$ cat config.mk
export PLATFORM = sky130hd
export DESIGN_NAME = spi_slave_rx_mode0
export DESIGN_NICKNAME = d
export VERILOG_FILES = /design/src/rtl/spi_slave_rx_mode0.sv
export SDC_FILE = /design/constraint.sdc
export NUM_CORES = 1
export LEC_CHECK = 0
export ABC_AREA = 1
export CELL_PAD_IN_SITES_DETAIL_PLACEMENT = 1
export CELL_PAD_IN_SITES_GLOBAL_PLACEMENT = 1
export CORE_ASPECT_RATIO = 1.5
export CORE_MARGIN = 2
export CORE_UTILIZATION = 41
export CTS_CLUSTER_SIZE = 14
export DETAILED_ROUTE_END_ITERATION = 16
export PLACE_DENSITY = 0.74
export SYNTH_ARGS = -nofsm -noshare
export SYNTH_HDL_FRONTEND = slang
export SYNTH_SLANG_ARGS = --single-unit
$ cat constraint.sdc
create_clock -name In_clk -period 1.6 [get_ports In_clk]
set_clock_uncertainty 0.1 [all_clocks]
set_input_delay 0.32 -clock In_clk [delete_from_list [all_inputs] [get_ports In_clk]]
set_output_delay 0.32 -clock In_clk [all_outputs]
set_load 0.005 [all_outputs]
$ cat src/rtl/spi_slave_rx_mode0.sv
// spi_slave_rx_mode0: SPI mode-0 slave receiver, MSB-first words out as one-cycle valid pulses
//   In_clk        system clock
//   In_rst        asynchronous active-high reset
//   In_spi_cs_n   chip select (active low, asynchronous)
//   In_spi_sclk   SPI clock (idles low, asynchronous)
//   In_spi_mosi   serial data (asynchronous)
//   Out_rx_data   last completed word, held until the next one completes
//   Out_rx_valid  one-cycle pulse when Out_rx_data is new
//   Out_rx_busy   high while a frame is being shifted in
//   Out_rx_err    one-cycle pulse when a frame ends on a partial word
module spi_slave_rx_mode0 #(
  parameter int DATA_W      = 8,
  parameter int SYNC_STAGES = 2
) (
  input  logic              In_clk,
  input  logic              In_rst,
  input  logic              In_spi_cs_n,
  input  logic              In_spi_sclk,
  input  logic              In_spi_mosi,
  output logic [DATA_W-1:0] Out_rx_data,
  output logic              Out_rx_valid,
  output logic              Out_rx_busy,
  output logic              Out_rx_err
);
  localparam int CW = $clog2(DATA_W);
  localparam logic [0:0] IDLE = 1'b0;
  localparam logic [0:0] SHIFT = 1'b1;
  localparam logic [CW-1:0] LAST = CW'(DATA_W - 1);
  logic [SYNC_STAGES-1:0] r_cs_sync, r_sclk_sync, r_mosi_sync, r_flush;
  logic                   r_cs_d, r_sclk_d, r_armed;
  logic [0:0]             r_state;
  logic [CW-1:0]          r_bit_cnt;
  logic [DATA_W-1:0]      r_shreg;
  logic                   w_cs_s, w_sclk_s, w_mosi_s;
  logic                   w_sclk_rise, w_cs_fall, w_cs_rise, w_last;
  logic [CW-1:0]          w_cnt_nxt;
  logic [DATA_W-1:0]      w_word;
  assign w_cs_s      = r_cs_sync[SYNC_STAGES-1];
  assign w_sclk_s    = r_sclk_sync[SYNC_STAGES-1];
  assign w_mosi_s    = r_mosi_sync[SYNC_STAGES-1];
  assign w_sclk_rise = w_sclk_s & ~r_sclk_d;
  // The synchronizer resets to cs_n=1, so a CS already low at reset release would look
  // like a fresh fall. r_armed only opens once a genuine high has come out of the flushed chain.
  assign w_cs_fall   = ~w_cs_s & r_cs_d & r_armed;
  assign w_cs_rise   = w_cs_s & ~r_cs_d;
  assign w_last      = r_bit_cnt == LAST;
  assign w_word      = {r_shreg[DATA_W-2:0], w_mosi_s};
  // Count after this cycle's edge; the edge is applied before any coincident cs_rise.
  assign w_cnt_nxt   = !w_sclk_rise ? r_bit_cnt : w_last ? '0 : r_bit_cnt + 1'b1;
  assign Out_rx_busy = r_state == SHIFT;
  always_ff @(posedge In_clk or posedge In_rst) begin
    if (In_rst) begin
      r_cs_sync    <= '1;
      r_sclk_sync  <= '0;
      r_mosi_sync  <= '0;
      r_flush      <= '0;
      r_cs_d       <= 1'b1;
      r_sclk_d     <= 1'b0;
      r_armed      <= 1'b0;
      r_state      <= IDLE;
      r_bit_cnt    <= '0;
      r_shreg      <= '0;
      Out_rx_data  <= '0;
      Out_rx_valid <= 1'b0;
      Out_rx_err   <= 1'b0;
    end else begin
      r_cs_sync    <= {r_cs_sync[SYNC_STAGES-2:0], In_spi_cs_n};
      r_sclk_sync  <= {r_sclk_sync[SYNC_STAGES-2:0], In_spi_sclk};
      r_mosi_sync  <= {r_mosi_sync[SYNC_STAGES-2:0], In_spi_mosi};
      r_flush      <= {r_flush[SYNC_STAGES-2:0], 1'b1};
      r_cs_d       <= w_cs_s;
      r_sclk_d     <= w_sclk_s;
      r_armed      <= r_armed | (r_flush[SYNC_STAGES-1] & w_cs_s);
      Out_rx_valid <= 1'b0;
      Out_rx_err   <= 1'b0;
      if (r_state == IDLE) begin
        r_bit_cnt <= '0;
        if (w_cs_fall) begin
          r_state <= SHIFT;
          r_shreg <= '0;
        end
      end else begin
        r_bit_cnt <= w_cs_rise ? '0 : w_cnt_nxt;
        if (w_sclk_rise) begin
          r_shreg <= w_word;
          if (w_last) begin
            Out_rx_data  <= w_word;
            Out_rx_valid <= 1'b1;
          end
        end
        if (w_cs_rise) begin
          r_state    <= IDLE;
          Out_rx_err <= w_cnt_nxt != '0;
        end
      end
    end
  end
endmodule

==> impl_metrics.toml <==
[run_status]
status = "finished clean"

[route]
routed_wl_mm = 2.23
drtIter0Drc = 6
route.detailed.drc = 0
via_per_inst = 4.62
first_pass_iters = 3
routedWlPerCell_um = 12.6
vias = 818
final_antenna_net_count = 0

[sta]
period_share_pct = 97.1
final_max_slew_viol_count = 0
max_freq_mhz = 643
rsz0062_at_grt = "no"
hold_violations = 0
period_needed_ns = 1.55
setup_tns_ns = 0
layout_setup_ws_ns = 0.0458
setup_violations = 0

[setup_path]
crit_chain = "clkdlybuf4s50_1"
cp_top_family = "buffers and inverters"
worstSetupPathType = "flip-flop to primary output"
max_stage_delay_ns = 0.51
crit_buf_inv = 1
cp_slowest_cell = "clkdlybuf4s50_1"
crit_arrival_ns = 1.13
cp.required_ns = 1.18
cp-start-kind = "flip-flop"
crit_fanout = 1
end_kind = "primary output"

[grt]
track_usage_pct = 15.4
first_global_vias = 893
grt_max_degree = 33
grt_pass1_wl_mm = 3.95
antenna_found_initial = 0
grt_overflow = 0

[cts]
cts_buffers = 5
insertion_delay_ns = 0.28
clock-sinks = 32
h-tree-depth = 2
cts_tree = "built"
root_buffer = "clkbuf_8"
ctsHoldBuffers = 0
cts.clk_slew.worst_paths_ns = 0.07
clk_path_buf_depth = 2

[floorplan]
rows = 24
die_w_um = 48.7
core-area_mm2 = 0.00288
fp.dieH_um = 71.1
start_util_pct = 42.7
io_pins = 16
dieArea_mm2 = 0.00346

[yosys]
async_flop_share_pct = 100
yosysSeqAreaShare_pct = 65.4
postSynthAreaPerCell_um2 = 10.8
ys_seq_elements = 32
syn_nets = 121
ys_top_cells_by_area = "dfrtp_1 59%, nand2_1 8.2%, dfstp_2 6.4%"
yosys_warnings = 0
netlist.area_leader.share_pct = 59.0
synth_ff_type = "dfrtp_1"
synth_cells = 114
synth_area_mm2 = 0.00123
synth_top_area_cell = "dfrtp_1"
synth_most_common_cell = "dfrtp_1"
synth_edf_count = 0
ys_top_cells_by_count = "29 x dfrtp_1, 27 x nand2_1, 21 x inv_1, 7 x o21ai_0, 7 x o21ai_2"
synth.distinct_cells = 17

[final_layout]
fin_cells = 177
num_antenna_cells = 0
drive_above_1_share_pct = 17.4
syn2layout_area_growth_pct = 24.2
fillCellCount = 328
nNetsFinal = 144

[placement]
post-dp-hpwl_mm = 1.62
dp_worst_setup_slack_ns = 0.138
gp_congestion = 0.693
placed_cells = 168
io_buffer_count = 15

[min_path]
hp-class = "flip-flop to flip-flop"

[power_and_ir_drop]
p_per_area_mw_per_mm2 = 1040
vdd_drop_max_uv = 658
p_leak_nw = 0.781
power.total_mw = 1.59

[run]
cap_violations = 0
## path summary, 6_finish.rpt
kind                                          startpoint  cells past startpoint  slack (ns)                       end
worst max-delay path              Out_rx_valid$_DFF_PP0_                      1        0.05              Out_rx_valid
worst min-delay path            r_mosi_sync[0]$_DFF_PP0_                      0        0.25  r_mosi_sync[1]$_DFF_PP0_
worst max register to register    r_bit_cnt[0]$_DFF_PP0_                      8        0.14      Out_rx_err$_DFF_PP0_
worst min register to register  r_mosi_sync[0]$_DFF_PP0_                      0        0.25  r_mosi_sync[1]$_DFF_PP0_
max in group asynchronous                         In_rst                      3        0.88    r_cs_sync[1]$_DFF_PP1_
min in group asynchronous                         In_rst                      3        0.28     Out_rx_busy$_DFF_PP0_
## what timing repair did
item | CTS | global route
setup buffers | 0 | 1
gates resized for setup | 1 | 1
cloned | 0 | 0
setup endpoints to repair | 1 | 2
## logic make-up after synthesis
kind of cell               after synthesis  share of synthesized area [%]
other                                    1                          0.305
adders and majority gates                2                           2.03
AOI/OAI and AO/OA                       15                           8.44
DFF                                     32                           65.4
buffers and inverters                   22                           7.32
and+or+nand+nor                         42                           16.5
## metrics by stage
step,hold slack [ns],instance area (um2),utilization (%)
floorplan,0.224,1230,-
global placement,0.233,1440,49.9
detailed placement,0.241,1440,49.9
CTS,0.255,1520,52.6
global route,0.260,1530,53.0
finish,0.252,1530,53.0
## power breakdown
| group | internal, mW | switching, mW |
|---|---|---|
| sequential | 0.853 | 0.0226 |
| combinational | 0.0502 | 0.0932 |
| clock | 0.304 | 0.267 |
## area by class of cell
class                           instances  area (um2)  share of cell area (%)
Multi-Input combinational cell         60         335                    21.9
Timing Repair Buffer                   17         179                    11.7
Sequential cell                        32         805                    52.7
Inverter                               21        78.8                    5.16
Tap cell                               39        48.8                    3.19
Clock buffer                            7        76.3                    5.00
Clock inverter                          1        5.00                   0.328
## flip-flops by register name (all words and copies together), names as in the netlist
name / cells
Out_rx_data: 8
r_shreg: 7
r_bit_cnt: 3
r_cs_sync: 2
r_flush: 2
r_mosi_sync: 2
r_sclk_sync: 2
Out_rx_busy: 1
Out_rx_err: 1
Out_rx_valid: 1
r_armed: 1
r_cs_d: 1
r_sclk_d: 1
## layer usage
metal / up-vias / wire (um) / track usage, %
met5: - / 0 / 0
met4: 0 / 41 / 7.62
met3: 4 / 66 / 5.06
met2: 12 / 1240 / 27.1
met1: 416 / 883 / 16.2
li1: 386 / - / -
## cells in the final DEF, fill, tap and decap left out
cell and n:
nand3_1 3, nand2_1 27, dfrtp_1 29, clkinv_2 1, buf_4 1, conb_1 1, o21ai_2 7, or2_2 1
ha_1 2, nand2_2 2, clkdlybuf4s50_1 13, buf_12 1, a21o_1 1, o21ai_0 7, inv_1 21, nand4_1 1
dlygate4sd2_1 1, nor2_8 1, nand2_4 2, nor2_1 5, clkbuf_1 2, clkbuf_8 5, dlymetal6s2s_1 1, dfstp_2 3
Power figures use the tool's default switching activity.
